$ cat src/rtl/note_lane_scheduler_if.sv
// Scheduler <-> game FSM / judge / linecheck bundle.
// Latency: n/a (wires only); the scheduler registers every output it drives here.
// Backpressure: none; pause is the only stall and lives on this bundle.
interface note_lane_scheduler_if;
  logic       start;
  logic       pause;
  logic       hit1;
  logic       hit2;
  logic [9:0] block1_bot;
  logic [9:0] block2_bot;
  logic       block1_active;
  logic       block2_active;
  logic       miss1;
  logic       miss2;
  logic [3:0] beat_idx;
  logic       done;
  logic [1:0] state;

  // Game FSM / judge / bench side: drives controls and hits, observes lanes.
  modport master (
    output start, pause, hit1, hit2,
    input  block1_bot, block2_bot, block1_active, block2_active,
    input  miss1, miss2, beat_idx, done, state
  );

  // Scheduler side.
  modport slave (
    input  start, pause, hit1, hit2,
    output block1_bot, block2_bot, block1_active, block2_active,
    output miss1, miss2, beat_idx, done, state
  );
endinterface

$ cat src/rtl/note_lane_scheduler.sv
// Two-lane falling-note scheduler: spawns from beat masks, scrolls per tick, retires on hit/miss.
// Latency: all outputs registered; a hit or tick shows on the outputs one cycle after it is sampled.
// Backpressure: none; pause freezes counters and positions, and hits are dropped while paused.
module note_lane_scheduler #(
  parameter int          TICK_DIV    = 250000,
  parameter int          STEP        = 5,
  parameter int          SPAWN_Y     = 0,
  parameter int          BOTTOM      = 480,
  parameter int          BEAT_STEPS  = 20,
  parameter int          PATTERN_LEN = 16,
  parameter logic [15:0] PATTERN1    = 16'hA5A5,
  parameter logic [15:0] PATTERN2    = 16'h5A5A
) (
  input  logic                   clk,
  input  logic                   reset,
  note_lane_scheduler_if.slave   bus
);

  localparam logic [1:0] ST_IDLE   = 2'd0;
  localparam logic [1:0] ST_RUN    = 2'd1;
  localparam logic [1:0] ST_PAUSED = 2'd2;
  localparam logic [1:0] ST_DONE   = 2'd3;

  localparam int TW = (TICK_DIV > 1) ? $clog2(TICK_DIV) : 1;
  localparam int BW = (BEAT_STEPS > 1) ? $clog2(BEAT_STEPS) : 1;

  localparam logic [TW-1:0] TICK_LAST = TW'(TICK_DIV - 1);
  localparam logic [BW-1:0] BEAT_LAST = BW'(BEAT_STEPS - 1);
  // beat_idx must be able to sit at PATTERN_LEN (up to 16), so it is kept one bit wider
  // internally than the 4-bit port; with a 16-beat song the port reads 0 once saturated.
  localparam logic [4:0]    LEN5      = 5'(PATTERN_LEN);

  typedef struct packed {
    logic       act;
    logic [9:0] bot;
    logic       miss;
  } lane_t;

  logic [1:0]    state_q, state_d;
  logic [TW-1:0] tick_q, tick_d;
  logic [BW-1:0] beat_q, beat_d;
  logic [4:0]    idx_q, idx_d;
  logic          act1_q, act1_d, act2_q, act2_d;
  logic [9:0]    bot1_q, bot1_d, bot2_q, bot2_d;
  logic          miss1_q, miss1_d, miss2_q, miss2_d;
  logic          done_q, done_d;

  logic          tick;
  logic          beat_issue;
  logic          spawn1;
  logic          spawn2;
  lane_t         lane1;
  lane_t         lane2;

  // Hit first, then advance on a tick, then spawn into a lane that is free afterwards.
  function automatic lane_t lane_step(input logic act, input logic [9:0] bot, input logic hit,
                                      input logic do_tick, input logic spawn);
    lane_t       r;
    logic [10:0] sum;
    r.act  = act;
    r.bot  = bot;
    r.miss = 1'b0;
    sum    = '0;
    if (hit && r.act) begin
      r.act = 1'b0;
      r.bot = '0;
    end
    if (do_tick) begin
      if (r.act) begin
        sum = {1'b0, r.bot} + 11'(STEP);
        if (sum >= 11'(BOTTOM)) begin
          r.act  = 1'b0;
          r.bot  = '0;
          r.miss = 1'b1;
        end else begin
          r.bot = sum[9:0];
        end
      end
      if (spawn && !r.act) begin
        r.act = 1'b1;
        r.bot = 10'(SPAWN_Y);
      end
    end
    return r;
  endfunction

  assign tick       = (tick_q == TICK_LAST);
  assign beat_issue = (beat_q == '0) && (idx_q < LEN5);
  assign spawn1     = beat_issue && PATTERN1[idx_q[3:0]];
  assign spawn2     = beat_issue && PATTERN2[idx_q[3:0]];

  // Next-state: game FSM, scroll/beat counters and both lanes.
  always_comb begin
    state_d = state_q;
    tick_d  = tick_q;
    beat_d  = beat_q;
    idx_d   = idx_q;
    act1_d  = act1_q;
    act2_d  = act2_q;
    bot1_d  = bot1_q;
    bot2_d  = bot2_q;
    miss1_d = 1'b0;
    miss2_d = 1'b0;
    done_d  = done_q;
    lane1   = lane_step(act1_q, bot1_q, bus.hit1, tick, spawn1);
    lane2   = lane_step(act2_q, bot2_q, bus.hit2, tick, spawn2);

    case (state_q)
      ST_IDLE, ST_DONE: begin
        if (bus.start) begin
          state_d = ST_RUN;
          tick_d  = '0;
          beat_d  = '0;
          idx_d   = '0;
          act1_d  = 1'b0;
          act2_d  = 1'b0;
          bot1_d  = '0;
          bot2_d  = '0;
          done_d  = 1'b0;
        end
      end
      ST_RUN: begin
        if (bus.pause) begin
          // The pausing cycle itself is frozen so the tick phase is preserved exactly.
          state_d = ST_PAUSED;
        end else begin
          tick_d  = tick ? '0 : tick_q + 1'b1;
          if (tick) begin
            beat_d = (beat_q == BEAT_LAST) ? '0 : beat_q + 1'b1;
            if (beat_issue) idx_d = idx_q + 1'b1;
          end
          act1_d  = lane1.act;
          bot1_d  = lane1.bot;
          miss1_d = lane1.miss;
          act2_d  = lane2.act;
          bot2_d  = lane2.bot;
          miss2_d = lane2.miss;
          if ((idx_d == LEN5) && !lane1.act && !lane2.act) begin
            state_d = ST_DONE;
            done_d  = 1'b1;
          end
        end
      end
      ST_PAUSED: begin
        if (!bus.pause) state_d = ST_RUN;
      end
      default: state_d = ST_IDLE;
    endcase
  end

  // State registers; reset aborts the song outright without emitting misses.
  always_ff @(posedge clk) begin
    if (!reset) begin
      state_q <= ST_IDLE;
      tick_q  <= '0;
      beat_q  <= '0;
      idx_q   <= '0;
      act1_q  <= 1'b0;
      act2_q  <= 1'b0;
      bot1_q  <= '0;
      bot2_q  <= '0;
      miss1_q <= 1'b0;
      miss2_q <= 1'b0;
      done_q  <= 1'b0;
    end else begin
      state_q <= state_d;
      tick_q  <= tick_d;
      beat_q  <= beat_d;
      idx_q   <= idx_d;
      act1_q  <= act1_d;
      act2_q  <= act2_d;
      bot1_q  <= bot1_d;
      bot2_q  <= bot2_d;
      miss1_q <= miss1_d;
      miss2_q <= miss2_d;
      done_q  <= done_d;
    end
  end

  assign bus.block1_bot    = bot1_q;
  assign bus.block2_bot    = bot2_q;
  assign bus.block1_active = act1_q;
  assign bus.block2_active = act2_q;
  assign bus.miss1         = miss1_q;
  assign bus.miss2         = miss2_q;
  assign bus.beat_idx      = idx_q[3:0];
  assign bus.done          = done_q;
  assign bus.state         = state_q;

endmodule

$ cat src/flat_wrapper.sv
// flat-port wrapper written by rule: the top's interface ports become plain ports
module note_lane_scheduler_flat 
#(
  parameter int          TICK_DIV    = 250000,
  parameter int          STEP        = 5,
  parameter int          SPAWN_Y     = 0,
  parameter int          BOTTOM      = 480,
  parameter int          BEAT_STEPS  = 20,
  parameter int          PATTERN_LEN = 16,
  parameter logic [15:0] PATTERN1    = 16'hA5A5,
  parameter logic [15:0] PATTERN2    = 16'h5A5A
)
  (clk, reset, bus_start, bus_pause, bus_hit1, bus_hit2, bus_block1_bot, bus_block2_bot, bus_block1_active, bus_block2_active, bus_miss1, bus_miss2, bus_beat_idx, bus_done, bus_state);
  note_lane_scheduler_if bus_i ();
  input  logic clk;
  input  logic reset;
  input wire logic [$bits(bus_i.start)-1:0] bus_start;
  input wire logic [$bits(bus_i.pause)-1:0] bus_pause;
  input wire logic [$bits(bus_i.hit1)-1:0] bus_hit1;
  input wire logic [$bits(bus_i.hit2)-1:0] bus_hit2;
  output wire logic [$bits(bus_i.block1_bot)-1:0] bus_block1_bot;
  output wire logic [$bits(bus_i.block2_bot)-1:0] bus_block2_bot;
  output wire logic [$bits(bus_i.block1_active)-1:0] bus_block1_active;
  output wire logic [$bits(bus_i.block2_active)-1:0] bus_block2_active;
  output wire logic [$bits(bus_i.miss1)-1:0] bus_miss1;
  output wire logic [$bits(bus_i.miss2)-1:0] bus_miss2;
  output wire logic [$bits(bus_i.beat_idx)-1:0] bus_beat_idx;
  output wire logic [$bits(bus_i.done)-1:0] bus_done;
  output wire logic [$bits(bus_i.state)-1:0] bus_state;
  assign bus_i.start = bus_start;
  assign bus_i.pause = bus_pause;
  assign bus_i.hit1 = bus_hit1;
  assign bus_i.hit2 = bus_hit2;
  assign bus_block1_bot = bus_i.block1_bot;
  assign bus_block2_bot = bus_i.block2_bot;
  assign bus_block1_active = bus_i.block1_active;
  assign bus_block2_active = bus_i.block2_active;
  assign bus_miss1 = bus_i.miss1;
  assign bus_miss2 = bus_i.miss2;
  assign bus_beat_idx = bus_i.beat_idx;
  assign bus_done = bus_i.done;
  assign bus_state = bus_i.state;
  note_lane_scheduler #(.TICK_DIV(TICK_DIV), .STEP(STEP), .SPAWN_Y(SPAWN_Y), .BOTTOM(BOTTOM), .BEAT_STEPS(BEAT_STEPS), .PATTERN_LEN(PATTERN_LEN), .PATTERN1(PATTERN1), .PATTERN2(PATTERN2)) u_core (.clk(clk), .reset(reset), .bus(bus_i));
endmodule
$ cat config.mk
export PLATFORM = sky130hd
export DESIGN_NAME = note_lane_scheduler_flat
export DESIGN_NICKNAME = d
export VERILOG_FILES = /design/src/rtl/note_lane_scheduler_if.sv /design/src/rtl/note_lane_scheduler.sv /design/src/flat_wrapper.sv
export SDC_FILE = /design/constraint.sdc
export NUM_CORES = 1
export LEC_CHECK = 0
export ABC_AREA = 1
export CAP_MARGIN = 5
export CORE_MARGIN = 5
export CORE_UTILIZATION = 42
export DETAILED_ROUTE_END_ITERATION = 10
export GPL_ROUTABILITY_DRIVEN = 0
export SYNTH_ARGS = -nofsm -noshare
export SYNTH_HDL_FRONTEND = slang
export SYNTH_SLANG_ARGS = --single-unit
$ cat constraint.sdc
create_clock -name clk -period 4.35 [get_ports clk]
set_input_delay 0.87 -clock clk [delete_from_list [all_inputs] [get_ports clk]]
set_output_delay 0.87 -clock clk [all_outputs]
set_load 0.05 [all_outputs]
Word level (Yosys, flattened, before mapping)
Memory sizes are Yosys's and may differ from the RTL's. A register that Yosys moved wholly into a read port is not among the register bits.
Cells that the tools add are included.

word-level totals
  flip-flop bits (word level) = 55
  bits in latches = 0
  memory bits (writable) = 0
  memory bits (read-only) = 32
  input bits = 6
  output and inout bits = 31
  logic and storage cells = 114
  memories kept = 2

memory list
  name              words  bits a word  rd ports  clocked after memory_dff  write ports  RTL line                   text
  (name not given)  16     1            1         1                         0            note_lane_scheduler.sv:89  assign spawn1 = beat_issue && PATTERN1[idx_q[3:0]];
  (name not given)  16     1            1         1                         0            note_lane_scheduler.sv:90  assign spawn2 = beat_issue && PATTERN2[idx_q[3:0]];

cells by class
  $add $sub $neg = 5
  $mul = 0
  div/mod/pow operators = 0
  magnitude comparators = 4
  equality and inequality tests = 12
  shift operators = 0
  mux-type cells = 55
  bitwise gates (word level) = 3
  reduce and logical (&&, ||, !) cells = 22

operators with widths
  cell                     count
  $mux W12                 6
  $mux W18                 3
  $mux W10                 5
  $mux W5                  9
  $mux W11                 4
  $pmux W10 S2             2
  $pmux W18 S2             1
  $add A10 B3 Y11 const B  2
  $ge A11 B9 Y1 const B    2
  $pmux W5 S2              2
  $add A18 B1 Y18 const B  1
  $eq A18 B18 Y1 const B   1
  $mux W4                  4
  $mux W1                  11
  $add A5 B1 Y5 const B    2
  $eq A5 B5 Y1 const B     2
  $logic_and A1 B1 Y1      9
  $mux W2                  4
  $reduce_and A4 Y1        2
  $ne A2 B2 Y1 const B     3
  $pmux W1 S2              3
  $pmux W2 S3              1
  $reduce_and A3 Y1        2
  $logic_not A5 Y1         1
  12 further kinds         19

Longest topological paths before layout
Gate-level depths: netlist of run 1.

  depth in word-level cells = 17
  mapped depth = 20
  depth with buffers taken out = 19

Worst setup path after synthesis of run 1
OpenSTA, ideal clock, no wires.

  path type = input to register
  from = input port bus_hit2
  to = register u_core.bot2_q[8], in the netlist u_core.bus.block2_bot[8]
  library setup time = 131 ps
  arrival time = 2517 ps
  required time = 4219 ps
  setup slack = 1703 ps
  stages on the path = 18
  buffers on the path = 1
  cells stage by stage = nand2_2 -> buf_6 -> inv_1 -> nor2_1 -> ha_1 -> nor2_1 -> nor2_4 -> nand2_1 -> nand2_1 -> o21ai_1 -> nor2_2 -> nand3_4 -> nand3_4 -> nand2_4 -> nand2_1 -> nand3_1 -> nand2_1 -> a21oi_2

on the way
  longest elaborated chain between the ends = 13
  elaborated cells between the ends (all ways) = 14
  those cells by class = 1 x add/sub; 1 x order compare; 9 x mux; 3 x reduce/logical

ends and longest elaborated chain
  what                     RTL line                    text
  from (decl)              flat_wrapper.sv:20          input wire logic [$bits(bus_i.hit2)-1:0] bus_hit2;
  $logic_and A1 B1 Y1 (*)  note_lane_scheduler.sv:64   if (hit && r.act) begin
  $mux W11 (*)             note_lane_scheduler.sv:64
  $add A10 B3 Y11          note_lane_scheduler.sv:70   sum = {1'b0, r.bot} + 11'(STEP);
  $ge A11 B9 Y1            note_lane_scheduler.sv:71   if (sum >= 11'(BOTTOM)) begin
  $mux W1                  note_lane_scheduler.sv:71
  $mux W12                 note_lane_scheduler.sv:69   if (r.act) begin
  $mux W12                 note_lane_scheduler.sv:68   if (do_tick) begin
  $logic_not A1 Y1         note_lane_scheduler.sv:79   if (spawn && !r.act) begin
  $logic_and A1 B1 Y1      note_lane_scheduler.sv:79
  $mux W11                 note_lane_scheduler.sv:79
  $mux W12 (*)             note_lane_scheduler.sv:68
  $mux W10 (*)             note_lane_scheduler.sv:123  if (bus.pause) begin
  $pmux W10 S2 (*)         note_lane_scheduler.sv:108  case (state_q)
  to (signal assigned)     note_lane_scheduler.sv:173  bot2_q <= bot2_d;
  to (decl)                note_lane_scheduler.sv:44   logic [9:0] bot1_q, bot1_d, bot2_q, bot2_d;

Mark *: on every way between the ends. The rest lies on a longest branch, timed or not. The select of a mux whose other input is x is not followed.
A chain may end at the register's enable or synchronous reset.

Worst setup path in the final report of run 1
  from = input port bus_start
  to = register u_core.tick_q[10]

on the way
  longest elaborated chain between the ends = 2

ends and longest elaborated chain
  what                         RTL line                    text
  from (decl)                  flat_wrapper.sv:17          input wire logic [$bits(bus_i.start)-1:0] bus_start;
  $ne A2 B2 Y1 (no line)       --
  $reduce_and A3 Y1 (no line)  --
  to (signal assigned)         note_lane_scheduler.sv:167  tick_q <= tick_d;
  to (decl)                    note_lane_scheduler.sv:40   logic [TW-1:0] tick_q, tick_d;

No other way between the ends.

==> flow_summary.json, run 1 <==
{
  "outcome": "completed",
  "p_leak_nw": 1.79,
  "dp_cells": 769,
  "synth-xor-area-share_pct": 3.09,
  "fp.dieW_um": 107,
  "n_antenna_cell": 0,
  "cp-startpoint": "bus_start",
  "syn_inst": 621,
  "synth_top_family_by_area": "simple AND/OR/NAND/NOR gates",
  "fp.dieH_um": 107,
  "cts_num_sinks": 57,
  "yosys-top-cells-area": "dfxtp_1 (29%), nand2_1 (15%), inv_1 (8.2%), nor2_1 (7.1%), nand3_1 (5.4%)",
  "synth.distinct_cells": 45,
  "tns_ps": 0,
  "die_area_sq_um": 11500,
  "rows": 35,
  "dr.pass1.iters": 4,
  "drt_iter0_markers": 212,
  "rsz0062_at_grt": "false",
  "highest_layer": "met4",
  "hold_buffers": 0,
  "ant_nets": 0,
  "place_ws_ps": 579,
  "met2WireLength_um": 4670,
  "start_util_pct": 42.9,
  "final_cell_area_sq_um": 4600,
  "hold_path_startpoint": "u_core.bus.done",
  "nets": 665,
  "synth_top_area_cell": "dfxtp_1",
  "synth-compound-area-share_pct": 13.7,
  "maxCapViolCount": 0,
  "met1_length_um": 5020,
  "io_buffers": 36,
  "wl_um": 10300,
  "htree_levels": 3,
  "syn_to_final_growth_pct": 15.9,
  "ys.warnings.count": 0,
  "cts_tree": "done",
  "ys_seq_area_share_pct": 28.8,
  "critical_path_class": "in -> reg",
  "drive_above_1_share_pct": 10.2,
  "vdd_drop_max_mv": 0.225,
  "period_needed_ps": 3390,
  "vias_per_cell": 5.05,
  "slew_violations": 0,
  "route.detailed.drc": 0,
  "clk_latency_ps": 340,
  "r2r_start": "u_core.bus.state[0]",
  "dp_hpwl_um": 7550,
  "cp_max_fo": 32,
  "max_freq_mhz": 295,
  "cts_buffer_depth": 2,
  "grt_pass1_wl_um": 17300,
  "worst_slack_ps": 962,
  "finalHoldViolCount": 0,
  "synth-simple-area-share_pct": 39.8,
  "root_buffer": "clkbuf_8",
  "synth_area_sq_um": 3970,
  "cts_resized": 0,
  "fp.coreArea_sq_um": 9240,
  "critPathLaunchType": "input port",
  "power.density_nw_per_um2": 313,
  "muxShareOfSynthArea_pct": 0,
  "crit_path_end_kind": "register",
  "synthAdderAreaFrac_pct": 2.52,
  "overflow": 0,
  "hp-class": "reg -> reg",
  "io_pins": 37,
  "grt_max_degree": 33,
  "maxSlewHeadroom_pct": 58.4,
  "track_usage_pct": 18.6,
  "cts_setup_buffers": 0,
  "cp.required_ps": 4610,
  "clkTransAtPathRegs_ps": 80,
  "ys_ff_latch": 57,
  "avgSynthCellArea_sq_um": 6.39,
  "cts_buffers": 9,
  "syn_nets": 635,
  "arrival_ps": 3650,
  "num_vias": 3961,
  "final_cells": 785,
  "place_area_sq_um": 4370,
  "fin_crit_sh_pct": 77.9,
  "dr_wl_met3_um": 452,
  "yosysTopAreaCellShare_pct": 28.8,
  "grt_antenna_before_repair": 0,
  "grt_pass1_vias": 3678,
  "setup_viol": 0,
  "finalClockSkew_ps": 8.84,
  "wl_per_cell_um": 13.1,
  "worstMarginPinSlew_ps": 623
}
-- cell families after synthesis --
group                    after synthesis
AND/OR/NAND/NOR                      340
buffers and inverters                111
adder cells (fa/ha/maj)                8
flip-flops                            57
XOR/XNOR                              14
AO/OA/AOI/OAI                         91
-- cell usage in the layout, fill, tap and decap left out, types with 2 or more instances in the layout --
cell	Yosys	layout
dfxtp_1	57	57
inv_1	87	87
nand3_1	43	43
clkinv_4	0	4
nor3b_1	2	2
clkdlybuf4s50_1	0	36
o211ai_1	2	2
ha_1	8	8
a211oi_1	5	5
nand2_2	13	13
o21ai_1	2	2
nor3_2	2	2
bufinv_16	0	2
nor2_2	8	8
a21oi_2	6	6
a21oi_1	41	41
clkbuf_8	1	9
xor2_1	10	10
nand3_4	3	3
a41oi_1	2	2
o22ai_1	2	2
o21ai_0	19	19
buf_4	5	2
inv_2	4	4
o2111ai_1	2	2
nor2_1	75	75
nand3_2	5	5
nand4_1	13	13
nand2_1	158	158
nor3_1	10	10
xnor2_1	4	4
a31oi_1	4	4
nand2_4	4	4
-- cell usage after synthesis --
cell type      instances
nand2_1              158
inv_1                 87
nor2_1                75
dfxtp_1               57
nand3_1               43
a21oi_1               41
o21ai_0               19
nand2_2               13
nand4_1               13
nor3_1                10
xor2_1                10
ha_1                   8
nor2_2                 8
clkbuf_1               7
a21oi_2                6
a211oi_1               5
buf_4                  5
nand3_2                5
a31oi_1                4
inv_2                  4
nand2_4                4
xnor2_1                4
buf_6                  3
nand3_4                3
a41oi_1                2
dlygate4sd1_1          2
nor3_2                 2
nor3b_1                2
o2111ai_1              2
o211ai_1               2
o21ai_1                2
o22ai_1                2
a21boi_0               1
a22oi_1                1
a2bb2oi_1              1
buf_2                  1
clkbuf_8               1
clkinv_1               1
nand3b_2               1
nor2_4                 1
nor3_4                 1
nor4_1                 1
o21a_1                 1
o21ai_4                1
o32ai_1                1
-- layout make-up --
| type | instances | area, sq um |
|---|---|---|
| Tap cell | 129 | 161 |
| Clock inverter | 7 | 104 |
| Inverter | 92 | 345 |
| Timing Repair Buffer | 38 | 375 |
| Sequential cell | 57 | 1140 |
| Fill cell | 949 | 4640 |
| Multi-Input combinational cell | 453 | 2350 |
| Clock buffer | 9 | 124 |
-- per-stage QoR --
step	hold slack, ps	total power, mW	util, %
5_1_grt	480	1.52	49.8
2_1_floorplan	439	0.800	-
4_1_cts	450	1.45	49.8
6_report	446	1.44	49.8
3_5_place_dp	438	0.873	47.3
3_3_place_gp	445	0.868	47.3
-- state kept, by name, indices dropped and copies added (netlist names), named ones only --
signal                    cells
u_core.bus.done               1
u_core.beat_q                 5
u_core.bus.block2_active      1
u_core.tick_q                18
u_core.bus.state              2
u_core.bus.miss1              1
u_core.bus.block1_active      1
u_core.bus.block2_bot        10
u_core.bus.miss2              1
u_core.idx_q                  5
u_core.bus.block1_bot        10
-- report_power, final --
part           total, mW  switching [mW]  internal (mW)
Clock              0.578           0.250          0.328
Sequential         0.545          0.0103          0.535
Combinational      0.315           0.242         0.0723
Total               1.44           0.503          0.935
-- layer usage --
metal,vias up,global-route usage (%)
met5,-,0
met4,0,6.67
met3,14,3.07
met2,95,29.6
met1,1797,25.2
li1,2055,-
-- final timing paths --
check                      end  slack, ps  cells after the start
max          u_core.tick_q[10]        960                     10
min            u_core.bus.done        450                      2
max reg2reg  u_core.tick_q[10]       1160                     12
min reg2reg    u_core.bus.done        450                      2
-- worst max-delay path, cell delays in order --
cell	delay, ps
clkdlybuf4s50_1	420
nor2_1	150
inv_1	70
nand2_2	310
nand2_2	260
inv_2	530
a21oi_1	190
nor2_1	280
inv_1	290
a211oi_1	270
(Power assumes the default switching activity.)
==> run 2: changes to the inputs <==
- clock period: 4.35 -> 3.53 ns (I/O delays scaled with it)
==> flow_summary.json, run 2 (synthesis results as in run 1) <==
{
  "cts_num_sinks": 57,
  "layout_common_cells": "nand2_1 (158), inv_1 (87), nor2_1 (75)",
  "fp.coreArea_sq_um": 9240,
  "vdd_drop_max_mv": 0.311,
  "drive_above_1_share_pct": 10.8,
  "path_delay_family": "simple AND/OR/NAND/NOR gates",
  "worstMarginPinSlew_ps": 506,
  "outcome": "completed",
  "start_util_pct": 42.9,
  "finalClockSkew_ps": 7.65,
  "crit_path_end_kind": "register",
  "hold_buffers": 0,
  "root_buffer": "clkbuf_8",
  "slowest_stage": "clkdlybuf4s50_1",
  "crit_chain": "clkdlybuf4s50_1, nand2_2, inv_2, nor2_1, ha_1, nor2_1, nor2_2, nand2_1, nand2_1, nand2_1, nor2_1, nand3_1, nand3_4, nand2_1, nor2_2, nand2_1, nand2_1, nand2_1, a21oi_1",
  "cts_buffer_depth": 2,
  "num_vias": 3982,
  "nets": 670,
  "grt_max_degree": 29,
  "cp_common_cell": "nand2_1",
  "fillers": 969,
  "clkTransAtPathRegs_ps": 70,
  "worst_slack_ps": 656,
  "place_ws_ps": 292,
  "dp_hpwl_um": 7800,
  "critPathLaunchType": "input port",
  "critical_path_class": "in -> reg",
  "syn_to_final_growth_pct": 16.5,
  "grt_antenna_before_repair": 0,
  "fp.dieH_um": 107,
  "grt_pass1_vias": 3774,
  "wl_um": 10600,
  "p_total_mw": 1.76,
  "ant_nets": 0,
  "finalHoldViolCount": 0,
  "dp_cells": 774,
  "place_area_sq_um": 4410,
  "cts_resized": 0,
  "fin_hold_ws_ps": 476,
  "power.density_nw_per_um2": 382,
  "setup_viol": 0,
  "track_usage_pct": 19.3,
  "cp.required_ps": 3800,
  "grt_pass1_wl_um": 18000,
  "rsz0062_at_grt": "false",
  "cts_buffers": 9,
  "n_antenna_cell": 0,
  "arrival_ps": 3150,
  "maxCapViolCount": 0,
  "r2r_slack_ps": 1050,
  "clk_latency_ps": 340,
  "io_buffers": 36,
  "fin_util_pct": 50.0,
  "cts_setup_buffers": 0,
  "rows": 35,
  "vias_per_cell": 5.05,
  "fin_crit_sh_pct": 81.4,
  "critPathMaxStageDelay_ps": 430,
  "p_leak_nw": 1.81,
  "hp-class": "reg -> reg",
  "cp_max_fo": 11,
  "final_common_cell": "nand2_1",
  "htree_levels": 3,
  "overflow": 0,
  "maxSlewHeadroom_pct": 66.1,
  "largest_register_ffs": 18,
  "path_buf_inv": 2,
  "period_needed_ps": 2870,
  "final_cells": 789,
  "max_freq_mhz": 348,
  "tns_ps": 0,
  "drt_iter0_markers": 163,
  "route.detailed.drc": 0,
  "wl_per_cell_um": 13.4,
  "fp.dieW_um": 107,
  "final_cell_area_sq_um": 4620,
  "dr.pass1.iters": 5,
  "cts_tree": "done",
  "die_area_sq_um": 11500,
  "slew_violations": 0,
  "io_pins": 37,
  "largest_register": "u_core.tick_q"
}
## run 2: power by group
part	internal (mW)	total [mW]	switching [mW]
clock network	0.398	0.673	0.274
registers	0.659	0.674	0.0144
logic	0.106	0.417	0.312
## run 2: worst register-to-register path: stages, from the launching register on
cell and delay (ps):
dfxtp_1 370, ha_1 180, nand2_1 120, nor2_1 170, nand3_1 120, inv_1 80, nand3_2 240, buf_4 290
a21oi_1 130, nor2_1 70, nor2_1 130, nand2_1 80, nor2_2 120, nand2_1 60, nand2_1 60, nand2_1 60
a21oi_1 130
## run 2: cell type report
cell class                 count  area [sq um]  area share [%]
timing repair buffer          43           413            8.93
multi-input combinational    453          2350            50.8
sequential                    57          1140            24.7
clock buffer                  13           179            3.87
clock inverter                 2          35.0           0.758
inverter                      92           345            7.47
tap                          129           161            3.49
## run 2: path summary, 6_finish.rpt
| path | cells after the start | end | from |
|---|---|---|---|
| worst max-delay path | 19 | u_core.bus.state[1] | bus_hit1 |
| worst min-delay path | 2 | u_core.tick_q[15] | u_core.tick_q[15] |
| worst max register to register | 16 | u_core.bus.state[1] | u_core.tick_q[0] |
| worst min register to register | 2 | u_core.tick_q[15] | u_core.tick_q[15] |
## run 2: per-layer routing
layer / track usage [%] / vias up / share of wire (%)
met3: 3.43 / 16 / 4.1
met1: 26.3 / 1821 / 49
met5: 0 / - / 0
li1: - / 2061 / -
met4: 5.94 / 0 / 1.8
met2: 30.9 / 84 / 45
==> run 3: changes to the inputs <==
- clock period: 3.53 -> 2.6 ns (I/O delays scaled with it)
==> flow_summary.json, run 3 (synthesis results as in run 1) <==
{
  "outcome": "completed",
  "slew_violations": 0,
  "cts_tree": "done",
  "fp.dieH_um": 107,
  "htree_levels": 3,
  "clk_latency_ps": 340,
  "syn_to_final_growth_pct": 22.5,
  "io_buffers": 36,
  "critPathMaxStageDelay_ps": 460,
  "fin_util_pct": 52.6,
  "crit_chain": "clkdlybuf4s50_1, nand2_2, inv_1, nor2_2, ha_2, nor2_1, nor2_4, nand2_1, nand2_1, o21ai_1, nor2_2, nand3_4, nand3_4, nand2_2, inv_2, nand2_1, nand2_1, nand2_1, a21oi_1",
  "critPathLaunchType": "input port",
  "power.density_nw_per_um2": 467,
  "overflow": 0,
  "period_needed_ps": 2460,
  "path_delay_family": "simple AND/OR/NAND/NOR gates",
  "track_usage_pct": 19.6,
  "worst_slack_ps": 140,
  "num_vias": 4206,
  "grt_antenna_before_repair": 0,
  "seqCellArea_sq_um": 1140,
  "path_buf_inv": 3,
  "finalHoldViolCount": 0,
  "clkTransAtPathRegs_ps": 70,
  "die_area_sq_um": 11500,
  "critical_path_class": "in -> reg",
  "hp-class": "reg -> reg",
  "dp_hpwl_um": 8190,
  "cts_buffers": 9,
  "wl_um": 10900,
  "fin_crit_sh_pct": 94.6,
  "drive_above_1_share_pct": 16.1,
  "largest_register_ffs": 18,
  "largest_register": "u_core.tick_q",
  "fp.dieW_um": 107,
  "cp_common_cell": "nand2_1",
  "crit_path_end_kind": "register",
  "maxCapViolCount": 0,
  "multi_input_area_sq_um": 2380,
  "route.detailed.drc": 0,
  "nets": 704,
  "grt_pass1_wl_um": 18300,
  "slowest_stage": "clkdlybuf4s50_1",
  "p_leak_nw": 1.94,
  "root_buffer": "clkbuf_8",
  "hold_buffers": 0,
  "max_freq_mhz": 406,
  "rows": 35,
  "cts_num_sinks": 57,
  "worstMarginPinSlew_ps": 528,
  "maxSlewHeadroom_pct": 64.7,
  "final_common_cell": "nand2_1",
  "rsz0062_at_grt": "false",
  "cp_max_fo": 6,
  "layout_common_cells": "nand2_1 (158), inv_1 (86), nor2_1 (71)",
  "wl_per_cell_um": 13.3,
  "grt_max_degree": 30,
  "dr.pass1.iters": 5,
  "io_pins": 37,
  "finalClockSkew_ps": 7.85,
  "n_antenna_cell": 0,
  "cp.required_ps": 2870,
  "ant_nets": 0,
  "fp.coreArea_sq_um": 9240,
  "setup_viol": 0,
  "cts_buffer_depth": 2,
  "fillers": 935,
  "p_total_mw": 2.27,
  "arrival_ps": 2730,
  "place_ws_ps": -226,
  "vdd_drop_max_mv": 0.392,
  "grt_pass1_vias": 3909,
  "start_util_pct": 42.9,
  "vias_per_cell": 5.10,
  "drt_iter0_markers": 214
}
## run 3: where the power goes
part | leakage [nW] | switching, mW | internal [mW]
sequential | 0.460 | 0.0209 | 0.895
clock | 0.0818 | 0.386 | 0.339
combinational | 1.40 | 0.442 | 0.186
total | 1.94 | 0.849 | 1.42
## run 3: layout make-up
type	count	share of cell area (%)
Multi-Input combinational cell	453	49.0
Sequential cell	57	23.5
Timing Repair Buffer	77	13.7
Inverter	92	7.10
Tap cell	129	3.32
Clock buffer	10	2.63
Clock inverter	6	0.721
## run 3: metal layers
layer,GRT usage [%],vias to the layer above,wire length (um)
met5,0,-,0
met4,7.58,0,210
met3,2.95,23,469
met2,31.8,102,5070
met1,26.2,1944,5180
li1,-,2137,-
## run 3: timing repair
action / 4_1_cts / 5_1_grt
buffers inserted: 0 / 2
endpoints found under the setup margin: 0 / 17
resized for setup: 0 / 12
endpoints found under the hold margin: 0 / 0
## run 3: worst min-delay path, cell delays in order (launching register included)
cell and delay (ps):
dfxtp_1 320, inv_1 50, a21oi_1 50
## run 3: worst paths after layout
path                     from             endpoint  slack (ps)  depth (start not counted)
min reg2reg   u_core.bus.done      u_core.bus.done         460                          2
max reg2reg  u_core.tick_q[0]  u_core.bus.state[1]         270                         17
min           u_core.bus.done      u_core.bus.done         460                          2
max                  bus_hit2  u_core.bus.state[1]         140                         19
## run 3: metrics by stage
stage	setup TNS [ps]	hold slack [ps]	cell area (sq um)	std cells
after floorplan	0	439	3970	621
after global placement	-2120	449	4650	806
after detailed placement	-3940	457	4650	806
after CTS	0	470	4810	822
after global routing	0	487	4860	824
final	0	461	4860	824
